--- src/rtl/seq_detector_multi.sv ---
`default_nettype none
// ============================================================================
// Module      : seq_detector_multi
// Description : NPAT programmable serial pattern detectors sharing one
//               qualified bit history. Optional match counter enabled
//               by defining SEQ_DET_CNT_EN (hit_cnt tied to 0 otherwise).
// Revision    : 1.0 - initial release
// ============================================================================
module seq_detector_multi #(
    parameter  int SEQ_W = 8,
    parameter  int NPAT  = 4,
    parameter  int CNT_W = 8,
    localparam int LEN_W = $clog2(SEQ_W + 1),
    localparam int IDX_W = (NPAT > 1) ? $clog2(NPAT) : 1
) (
    input  logic             clk,
    input  logic             resetn,
    input  logic             cfg_we,
    input  logic [IDX_W-1:0] cfg_idx,
    input  logic [SEQ_W-1:0] cfg_pat,
    input  logic [LEN_W-1:0] cfg_len,
    input  logic             overlap,
    input  logic             clear,
    input  logic             din_valid,
    input  logic             din,
    output logic [NPAT-1:0]  seen,
    output logic             seen_any,
    output logic [CNT_W-1:0] hit_cnt
);

    logic [SEQ_W-1:0] hist_q;
    logic [SEQ_W-1:0] hist_d;
    logic [SEQ_W-1:0] hist_n;
    logic [NPAT-1:0]  wr_sel;
    logic [NPAT-1:0]  match;
    logic [NPAT-1:0]  seen_q;
    logic             seen_any_q;

    // Candidate history including the incoming bit; matches are judged on it.
    assign hist_n = din_valid ? {hist_q[SEQ_W-2:0], din} : hist_q;

    always_comb begin
        hist_d = hist_n;
        if (clear) begin
            hist_d = '0;
        end
    end

    always_ff @(posedge clk) begin
        if (!resetn) begin
            hist_q     <= '0;
            seen_q     <= '0;
            seen_any_q <= 1'b0;
        end else begin
            hist_q     <= hist_d;
            seen_q     <= match;
            seen_any_q <= |match;
        end
    end

    generate
        for (genvar i = 0; i < NPAT; i++) begin : g_slot
            logic [SEQ_W-1:0] pat_q;
            logic [LEN_W-1:0] len_q;
            logic [LEN_W-1:0] fill_q;
            logic [LEN_W-1:0] fill_d;
            logic [SEQ_W-1:0] mask;
            logic             len_ok;
            logic             filled;
            logic             bits_eq;
            logic             fill_sat;

            // Out-of-range cfg_idx never equals a real slot, so it is ignored.
            assign wr_sel[i] = cfg_we && (int'(cfg_idx) == i);

            always_comb begin
                mask = '0;
                for (int b = 0; b < SEQ_W; b++) begin
                    mask[b] = (b < int'(len_q));
                end
            end

            assign len_ok   = (len_q != '0) && (int'(len_q) <= SEQ_W);
            assign filled   = ((LEN_W+1)'(fill_q) + (LEN_W+1)'(1)) >= (LEN_W+1)'(len_q);
            assign bits_eq  = ((hist_n ^ pat_q) & mask) == '0;
            assign fill_sat = int'(fill_q) >= SEQ_W;

            assign match[i] = din_valid && !clear && !wr_sel[i]
                              && len_ok && filled && bits_eq;

            always_comb begin
                fill_d = fill_q;
                if (clear || wr_sel[i]) begin
                    fill_d = '0;
                end else if (din_valid) begin
                    if (match[i] && !overlap) begin
                        fill_d = '0;
                    end else if (!fill_sat) begin
                        fill_d = fill_q + LEN_W'(1);
                    end
                end
            end

            always_ff @(posedge clk) begin
                if (!resetn) begin
                    pat_q  <= '0;
                    len_q  <= '0;
                    fill_q <= '0;
                end else begin
                    if (wr_sel[i]) begin
                        pat_q <= cfg_pat;
                        len_q <= cfg_len;
                    end
                    fill_q <= fill_d;
                end
            end
        end
    endgenerate

    assign seen     = seen_q;
    assign seen_any = seen_any_q;

`ifdef SEQ_DET_CNT_EN
    logic [CNT_W-1:0] cnt_q;
    logic [CNT_W-1:0] cnt_d;

    // One count per matching cycle, however many slots fire in it.
    always_comb begin
        cnt_d = cnt_q;
        if (clear) begin
            cnt_d = '0;
        end else if ((|match) && (cnt_q != {CNT_W{1'b1}})) begin
            cnt_d = cnt_q + CNT_W'(1);
        end
    end

    always_ff @(posedge clk) begin
        if (!resetn) begin
            cnt_q <= '0;
        end else begin
            cnt_q <= cnt_d;
        end
    end

    assign hit_cnt = cnt_q;
`else
    assign hit_cnt = '0;
`endif

endmodule
`default_nettype wire

--- config.mk ---
export PLATFORM = sky130hd
export DESIGN_NAME = seq_detector_multi
export DESIGN_NICKNAME = d
export VERILOG_FILES = /design/src/rtl/seq_detector_multi.sv
export SDC_FILE = /design/constraint.sdc
export NUM_CORES = 1
export LEC_CHECK = 0
export ABC_CLOCK_PERIOD_IN_PS = 4100
export CAP_MARGIN = 40
export CORE_ASPECT_RATIO = 0.9
export CORE_UTILIZATION = 50
export CTS_CLUSTER_DIAMETER = 40
export DETAILED_ROUTE_END_ITERATION = 10
export GPL_TIMING_DRIVEN = 0
export HOLD_SLACK_MARGIN = 0.02
export MAX_ROUTING_LAYER = met4
export PLACE_DENSITY = 0.7
export SYNTH_ARGS = -nofsm -noshare
export SYNTH_HDL_FRONTEND = slang
export SYNTH_SLANG_ARGS = --single-unit
--- constraint.sdc ---
create_clock -name clk -period 4.1 [get_ports clk]
set_clock_uncertainty 0.2 [all_clocks]
set_input_delay 1.23 -clock clk [delete_from_list [all_inputs] [get_ports clk]]
set_output_delay 1.23 -clock clk [all_outputs]
set_load 0.02 [all_outputs]
==> results.txt, run 1 <==
----------------------------------------------------
[Power and ir drop]
  Share of total power in the clock network ... 0.348
  Internal Power ... 1076 µW
  Leak Pwr ... 0.001753 µW
  Net switching power of the design ... 429.0 µW
  Max IR drop VDD ... 0.1926 mV
  Proportion of power drawn by flip-flops and latches ... 0.523
  Comb pwr share ... 0.129
  Total power divided by cell area ... 303.4 mW/mm²
  Switching part of the total power ... 0.2850
  Overall power ... 1505 µW

[Clock network]
  Longest Clk Path Bufs ... 2
  Latest clock arrival within the worst-skew pair ... 0.36 ns
  H-tree lvl count ... 3
  TritonCTS clock tree ... done
  Clock slew at the register clock pins of the worst setup and hold paths ... 0.09 ns
  Number of clock sinks seen by CTS ... 77
  CTS Hold Buffers Added ... 0
  Total clock buffers created by CTS ... 9
  Number of buffers inserted by post-CTS setup repair ... 0
  Post-cts repair resize count ... 0
  Clock root buffer ... clkbuf_8

[GRT]
  Largest net degree at the start of global routing ... 15
  Antenna violations before repair ... 0
  Global-route wire length before repair ... 17550 µm
  Global-route congestion overflow total ... 0
  Number of global-route vias before repair ... 3546
  Overall fraction of global-route tracks in use ... 0.2584

[Setup path]
  Largest delay share family, worst path ... compound AO/OA/AOI/OAI gates
  Nature of the critical path startpoint ... input port
  CP peak stage delay ... 0.53 ns
  Critical Path RT ... 4.15 ns
  Worst-path cell with the longest stage delay ... nor4_1
  Startpoint-to-endpoint class of the critical path ... in2reg
  Critical Path AT ... 3.89 ns
  Type of destination of the critical path ... flop
  CP Cell Sequence ... buf_6 -> buf_1 -> mux2i_2 -> xnor2_1 -> a211oi_1 -> a21oi_1 -> nor4_1 -> o22ai_1 -> a32o_1
  Sum of buffers and inverters on the critical path ... 2
  Maximum net fanout on the critical path ... 10

[STA]
  Final period util ... 0.9368
  Unrepaired setup endpoints after global routing ... false
  WHS ... 0.2782 ns
  Post-layout minimum cycle time ... 3.841 ns
  Maximum achievable frequency ... 260.4 MHz
  Tightest Pin Transition ... 0.6921 ns
  Final-layout setup total negative slack ... 0 ns
  Relative slew slack ... 0.5254
  Final number of hold-violating endpoints ... 0
  Final setup vio count ... 0
  Max-slew violation count ... 0

[Synth]
  Mean Syn Cell Area ... 8.175 µm²
  Number of enable flip-flop cells after synthesis ... 0
  Cells taking the most area after synthesis ... dfxtp_1 (35%), nand2_1 (9.7%), a21boi_0 (8.4%)
  Number of warnings issued by yosys ... 0
  Flip-flop and latch count after synthesis ... 77
  Part of the Yosys area used for sequential elements ... 0.3518
  Area share of the largest cell type after synthesis ... 0.3518
  Most instantiated flip-flop cell in the synthesis netlist ... dfxtp_1
  Cell taking the most area after synthesis ... dfxtp_1
  Post-synth design cell area ... 0.004382 mm²
  Number of different library cells in the post-synthesis netlist ... 55
  Fraction of registers with async set/reset ... 0
  Synthesized instance count ... 536

[Layout]
  Ant diodes ... 0
  Share of the core filled with cells in the final layout ... 0.5817
  Total Nets Final ... 622
  Area taken by multi-input logic gates ... 0.002619 mm²
  Relative area change from synthesis to final layout ... 13.22%
  Register area ... 0.001541 mm²
  Fraction of layout instances using a drive strength above 1 ... 0.06014
  Fill cell count ... 815
  Non-filler cells in the finished layout ... 701
  Most frequent cells in the layout ... nand2_1 (113), dfxtp_1 (77), a21boi_0 (49), xnor2_1 (29), inv_1 (25)
  Most common library cell in the layout ignoring fill and taps ... nand2_1

[Routing]
  Routed vias ... 3779
  Post-detailed-route via-to-cell ratio ... 5.391
  Number of iterations in the first detailed-routing pass ... 7
  Number of DRC markers after the initial detailed-route iteration ... 213
  Final wirelength ... 10750 µm
  Post-detailed-route DRC marker count ... 0
  Detail-routed net length per standard cell ... 15.33 µm
  Number of antenna-violating nets in the routed design ... 0

[Die]
  CORE AREA ... 0.008528 mm²
  Top-level port count ... 34
  Cell Rows ... 32
  Starting density of the core ... 0.5138
  Total die area ... 0.009142 mm²
  Die height ... 90.81 µm
  Die width ... 100.7 µm

[Place]
  Routability-driven placement congestion ratio ... 0.9320
  Hpwl dp ... 8229 µm
  Inst Count DP ... 685
  Count of port buffers added during placement ... 23

[Job]
  Max-cap violations ... 0

[Status]
  Outcome ... finished, final reports clean

[Hold path]
  Path type of the worst min-delay path ... reg2reg

----------------------------------------------------
[Yosys cell counts (2+ instances only)]
cell / count
o22ai_1: 6
nand4_1: 3
a21oi_1: 14
nor4_1: 9
xor2_1: 15
inv_1: 25
clkbuf_1: 21
a31oi_1: 4
nor2_1: 24
mux2i_4: 3
buf_4: 8
a22oi_1: 2
dfxtp_1: 77
nor2b_1: 7
a311oi_1: 2
o31ai_1: 3
nor3_1: 11
a211oi_1: 4
nand2_1: 113
a41oi_1: 3
o21ai_0: 15
a21boi_0: 49
and3_1: 4
o21ai_1: 2
and2_1: 6
ha_1: 24
nand2b_1: 11
xnor2_1: 29
a21o_1: 3
nand3_1: 9
a32o_1: 2
or2_2: 2
mux2i_2: 4
[flip-flops by register name (all words and copies together), names as in the netlist]
| signal | count |
|---|---|
| seen_any | 1 |
| hist_q | 8 |
| g_slot.len_q | 16 |
| g_slot.fill_q | 16 |
| g_slot.pat_q | 32 |
| seen | 4 |
[final timing paths]
kind	start	endpoint	slack (ns)	depth (start not counted)
max	din_valid	g_slot[1].fill_q[1]$_SDFFE_PP0P_	0.26	9
min	g_slot[2].pat_q[6]$_SDFFE_PN0P_	g_slot[2].pat_q[6]$_SDFFE_PN0P_	0.28	2
max reg2reg	g_slot[1].fill_q[0]$_SDFFE_PP0P_	g_slot[1].fill_q[1]$_SDFFE_PP0P_	1.11	9
min reg2reg	g_slot[2].pat_q[6]$_SDFFE_PN0P_	g_slot[2].pat_q[6]$_SDFFE_PN0P_	0.28	2
[tightest hold or removal path: stages, from the launching register on]
cell,delay [ns]
dfxtp_1,0.32
nand2_1,0.05
a21boi_0,0.07
[cell type report]
cell class              count  share of cell area
repair buffers             23             0.04641
clock buffers              10             0.02573
inverters                  25             0.01892
well taps                 119             0.03001
clock inverters             6            0.009332
plain buffers              31             0.03102
multi-input cells         410              0.5279
flip-flops and latches     77              0.3107
[power groups by stage]
stage / Clock, µW / Combinational, µW / Sequential [µW]
floorplan: 0 / 127 / 800
global placement: 0 / 188 / 803
detailed placement: 0 / 192 / 804
CTS: 540 / 194 / 786
global route: 561 / 216 / 790
finish: 524 / 195 / 787
[kinds of logic (layout without fill, tap and decap cells)]
logic type	after synthesis	in the layout	synth area share
simple gates	207	207	0.2147
compound gates	119	119	0.1893
flops	77	77	0.3518
buf+inv	56	95	0.05654
xor+xnor	44	44	0.08795
fa+ha+maj	24	24	0.06853
mux	8	8	0.03027
other cells	1	8	0.0008558
[metrics by stage]
| step | setup slack (ns) | area [µm²] |
|---|---|---|
| 2_1_floorplan | 0.4615 | 4408 |
| 3_3_place_gp | 0.006794 | 4787 |
| 3_5_place_dp | -0.07351 | 4787 |
| 4_1_cts | 0.2690 | 4961 |
| 5_1_grt | 0.07936 | 4961 |
| 6_report | 0.2591 | 4961 |
[metal layers]
| layer | global-route usage | share of wire |
|---|---|---|
| met1 | 0.3362 | 0.47 |
| met2 | 0.4041 | 0.45 |
| met4 | 0.08454 | 0.020 |
| met3 | 0.04721 | 0.060 |
| met5 | - | 0 |
(Power assumes the default switching activity.)
==> run 2: changes to the inputs <==
==> config.mk (replaced) <==
export PLATFORM = sky130hd
export DESIGN_NAME = seq_detector_multi
export DESIGN_NICKNAME = d
export VERILOG_FILES = /design/src/rtl/seq_detector_multi.sv
export SDC_FILE = /design/constraint.sdc
export NUM_CORES = 1
export LEC_CHECK = 0
export ABC_CLOCK_PERIOD_IN_PS = 3400
export CAP_MARGIN = 40
export CELL_PAD_IN_SITES_DETAIL_PLACEMENT = 0
export CELL_PAD_IN_SITES_GLOBAL_PLACEMENT = 1
export CORE_ASPECT_RATIO = 0.9
export CORE_UTILIZATION = 40
export CTS_CLUSTER_DIAMETER = 40
export DETAILED_ROUTE_END_ITERATION = 10
export GPL_TIMING_DRIVEN = 0
export HOLD_SLACK_MARGIN = 0.02
export MAX_ROUTING_LAYER = met4
export PLACE_DENSITY_LB_ADDON = 0.1
export SYNTH_ARGS = -nofsm -noshare
export SYNTH_HDL_FRONTEND = slang
export SYNTH_SLANG_ARGS = --single-unit
==> constraint.sdc (replaced) <==
create_clock -name clk -period 3.4 [get_ports clk]
set_clock_uncertainty 0.2 [all_clocks]
set_input_delay 1.02 -clock clk [delete_from_list [all_inputs] [get_ports clk]]
set_output_delay 1.02 -clock clk [all_outputs]
set_load 0.02 [all_outputs]
==> results.txt, run 2 (synthesis gave the netlist of run 1 again) <==
----------------------------------------------------
[Status]
  Outcome ... finished with violations (was finished, final reports clean)
  Violations in the final reports ... design-rule violations

[Setup path]
  CP Cell Sequence ... clkdlybuf4s50_1 -> mux2i_4 -> xor2_2 -> o22ai_1 -> or4_4 -> or4_4 -> and3_1 -> o31a_1 (was buf_6 -> buf_1 -> mux2i_2 -> xnor2_1 -> a211oi_1 -> a21oi_1 -> nor4_1 -> o22ai_1 -> a32o_1)
  Flop2flop setup slack ... 0.60 ns (was 1.11 ns)
  Worst R2R Path Depth ... 8 (was 9)
  Nature of the critical path startpoint ... input port (unchanged)
  Type of destination of the critical path ... flop (unchanged)
  Startpoint-to-endpoint class of the critical path ... in2reg (unchanged)
  Critical Path AT ... 3.39 ns (was 3.89 ns)
  CP peak stage delay ... 0.49 ns (was 0.53 ns)
  Critical Path RT ... 3.43 ns (was 4.15 ns)
  Most frequent cell on the critical path ... or4_4
  Worst-path cell with the longest stage delay ... clkdlybuf4s50_1 (was nor4_1)
  Maximum net fanout on the critical path ... 4 (was 10)

[Layout]
  Flip-flop count of the largest register, all copies and words added ... 32 (unchanged)
  Relative area change from synthesis to final layout ... 17.70% (was 13.22%)
  Area taken by multi-input logic gates ... 0.002666 mm² (was 0.002619 mm²)
  Leading registers by flop count ... g_slot.pat_q: 32 flops, g_slot.fill_q: 16 flops, g_slot.len_q: 16 flops (unchanged)
  Register area ... 0.001541 mm² (unchanged)
  Most frequent cells in the layout ... nand2_1 (113), dfxtp_1 (77), a21boi_0 (49), xnor2_1 (29), inv_1 (25) (unchanged)
  Total Nets Final ... 624 (was 622)
  Register with the most flip-flops ... g_slot.pat_q (unchanged)
  Ant diodes ... 0 (unchanged)
  Most common library cell in the layout ignoring fill and taps ... nand2_1 (unchanged)
  Fill cell count ... 1040 (was 815)
  Fraction of layout instances using a drive strength above 1 ... 0.07534 (was 0.06014)
  Share of the core filled with cells in the final layout ... 0.4928 (was 0.5817)

[Power and ir drop]
  Leak Pwr ... 0.001824 µW (was 0.001753 µW)
  Total power divided by cell area ... 409.3 mW/mm² (was 303.4 mW/mm²)
  Overall power ... 2111 µW (was 1505 µW)
  Max IR drop VDD ... 0.2131 mV (was 0.1926 mV)

[Routing]
  Post-detailed-route DRC marker count ... 3 (was 0)
  Number of antenna-violating nets in the routed design ... 0 (unchanged)
  Number of iterations in the first detailed-routing pass ... 7 (unchanged)
  Detail-routed net length per standard cell ... 16.16 µm (was 15.33 µm)
  Post-detailed-route via-to-cell ratio ... 5.156 (was 5.391)
  Final wirelength ... 11530 µm (was 10750 µm)
  Routed vias ... 3676 (was 3779)
  Number of DRC markers after the initial detailed-route iteration ... 195 (was 213)

[Clock network]
  CTS Hold Buffers Added ... 0 (unchanged)
  Longest Clk Path Bufs ... 2 (unchanged)
  Latest clock arrival within the worst-skew pair ... 0.35 ns (was 0.36 ns)
  H-tree lvl count ... 3 (unchanged)
  Total clock buffers created by CTS ... 9 (unchanged)
  Clock slew at the register clock pins of the worst setup and hold paths ... 0.06 ns (was 0.09 ns)
  Number of clock sinks seen by CTS ... 77 (unchanged)
  TritonCTS clock tree ... done (unchanged)
  Clock root buffer ... clkbuf_16 (was clkbuf_8)

[Die]
  CORE AREA ... 0.01047 mm² (was 0.008528 mm²)
  Total die area ... 0.01138 mm² (was 0.009142 mm²)
  Die height ... 101.3 µm (was 90.81 µm)
  Starting density of the core ... 0.4186 (was 0.5138)
  Cell Rows ... 35 (was 32)
  Die width ... 112.3 µm (was 100.7 µm)
  Top-level port count ... 34 (unchanged)

[STA]
  Final number of hold-violating endpoints ... 0 (unchanged)
  Maximum achievable frequency ... 297.9 MHz
  Relative slew slack ... 0.6007 (was 0.5254)
  Final period util ... 0.9873
  Post-layout minimum cycle time ... 3.357 ns
  Max-slew violation count ... 0 (unchanged)
  Final setup vio count ... 0 (unchanged)
  Tightest Pin Transition ... 0.5977 ns (was 0.6921 ns)
  Final-layout setup total negative slack ... 0 ns (unchanged)
  WHS ... 0.2693 ns (was 0.2782 ns)
  Unrepaired setup endpoints after global routing ... false (unchanged)

[Place]
  Routability-driven placement congestion ratio ... 0.8034 (was 0.9320)
  Hpwl dp ... 8902 µm (was 8229 µm)
  Count of port buffers added during placement ... 23 (unchanged)

[GRT]
  Antenna violations before repair ... 0 (unchanged)
  Overall fraction of global-route tracks in use ... 0.2277 (was 0.2584)
  Global-route wire length before repair ... 18820 µm (was 17550 µm)
  Number of global-route vias before repair ... 3495 (was 3546)
  Global-route congestion overflow total ... 0 (unchanged)
  Largest net degree at the start of global routing ... 15 (unchanged)

[Job]
  Max-cap violations ... 0 (unchanged)

[Hold path]
  Path type of the worst min-delay path ... reg2reg (unchanged)
  Count of cells along the worst hold path ... 2 (unchanged)

----------------------------------------------------
run 2: changes by cell type in the layout (fill, tap and decap cells not counted), moves of 2 or more:
cell | before | now
nor4_2 | 0 | 3
mux2i_4 | 3 | 5
nor4_1 | 9 | 6
clkbuf_16 | 0 | 9
mux2i_2 | 4 | 2
buf_4 | 8 | 10
clkbuf_8 | 9 | 1
run 2: area by class of cell:
cell class	instances	area share
Multi-Input combinational cell	410	0.5170
Sequential cell	77	0.2989
Timing Repair Buffer	25	0.04755
Clock buffer	10	0.04634
Buffer	31	0.03178
Tap cell	129	0.03130
Inverter	25	0.01820
Clock inverter	6	0.008976
run 2: worst max-delay path, delay by kind of cell:
family | cells | cell delay (ns)
AOI/OAI and AO/OA | 2 | 0.38
and+or+nand+nor | 3 | 1.10
buffers and inverters | 1 | 0.49
muxes | 1 | 0.22
xor gates and xnor gates | 1 | 0.18
run 2: layer usage:
layer,GRT usage,routed length (µm),vias up
met4,0.07692,157,0
met2,0.3445,5048,52
met5,-,0,-
met3,0.03890,433,15
li1,-,-,1901
met1,0.3080,5886,1708
run 2: through the flow:
| stage | instance area, µm² | instances | setup slack, ns |
|---|---|---|---|
| 2_1_floorplan | 4417 | 543 | 0.01872 |
| 3_3_place_gp | 4808 | 695 | -0.5846 |
| 3_5_place_dp | 4816 | 696 | -0.6385 |
| 4_1_cts | 5134 | 713 | 0.02803 |
| 5_1_grt | 5157 | 713 | 0.02009 |
| 6_report | 5157 | 713 | 0.04311 |
run 2: worst paths after layout:
kind | from | end
worst min-delay path | g_slot[2].pat_q[6]$_SDFFE_PN0P_ | g_slot[2].pat_q[6]$_SDFFE_PN0P_
worst max-delay path | din | g_slot[2].fill_q[1]$_SDFFE_PP0P_
worst max register to register | g_slot[2].len_q[1]$_SDFFE_PN0P_ | g_slot[2].fill_q[1]$_SDFFE_PP0P_
worst min register to register | g_slot[2].pat_q[6]$_SDFFE_PN0P_ | g_slot[2].pat_q[6]$_SDFFE_PN0P_
run 2: what timing repair did:
action / 4_1_cts / 5_1_grt
pin swaps: 0 / 0
buffers inserted: 1 / 0
setup endpoints to repair: 9 / 7
resized for setup: 4 / 4
run 2: power breakdown:
part           internal (µW)  total, µW  switching (µW)
combinational            108        244             136
sequential               926        950            24.1
clock                    518        917             400
total                   1550       2110             560
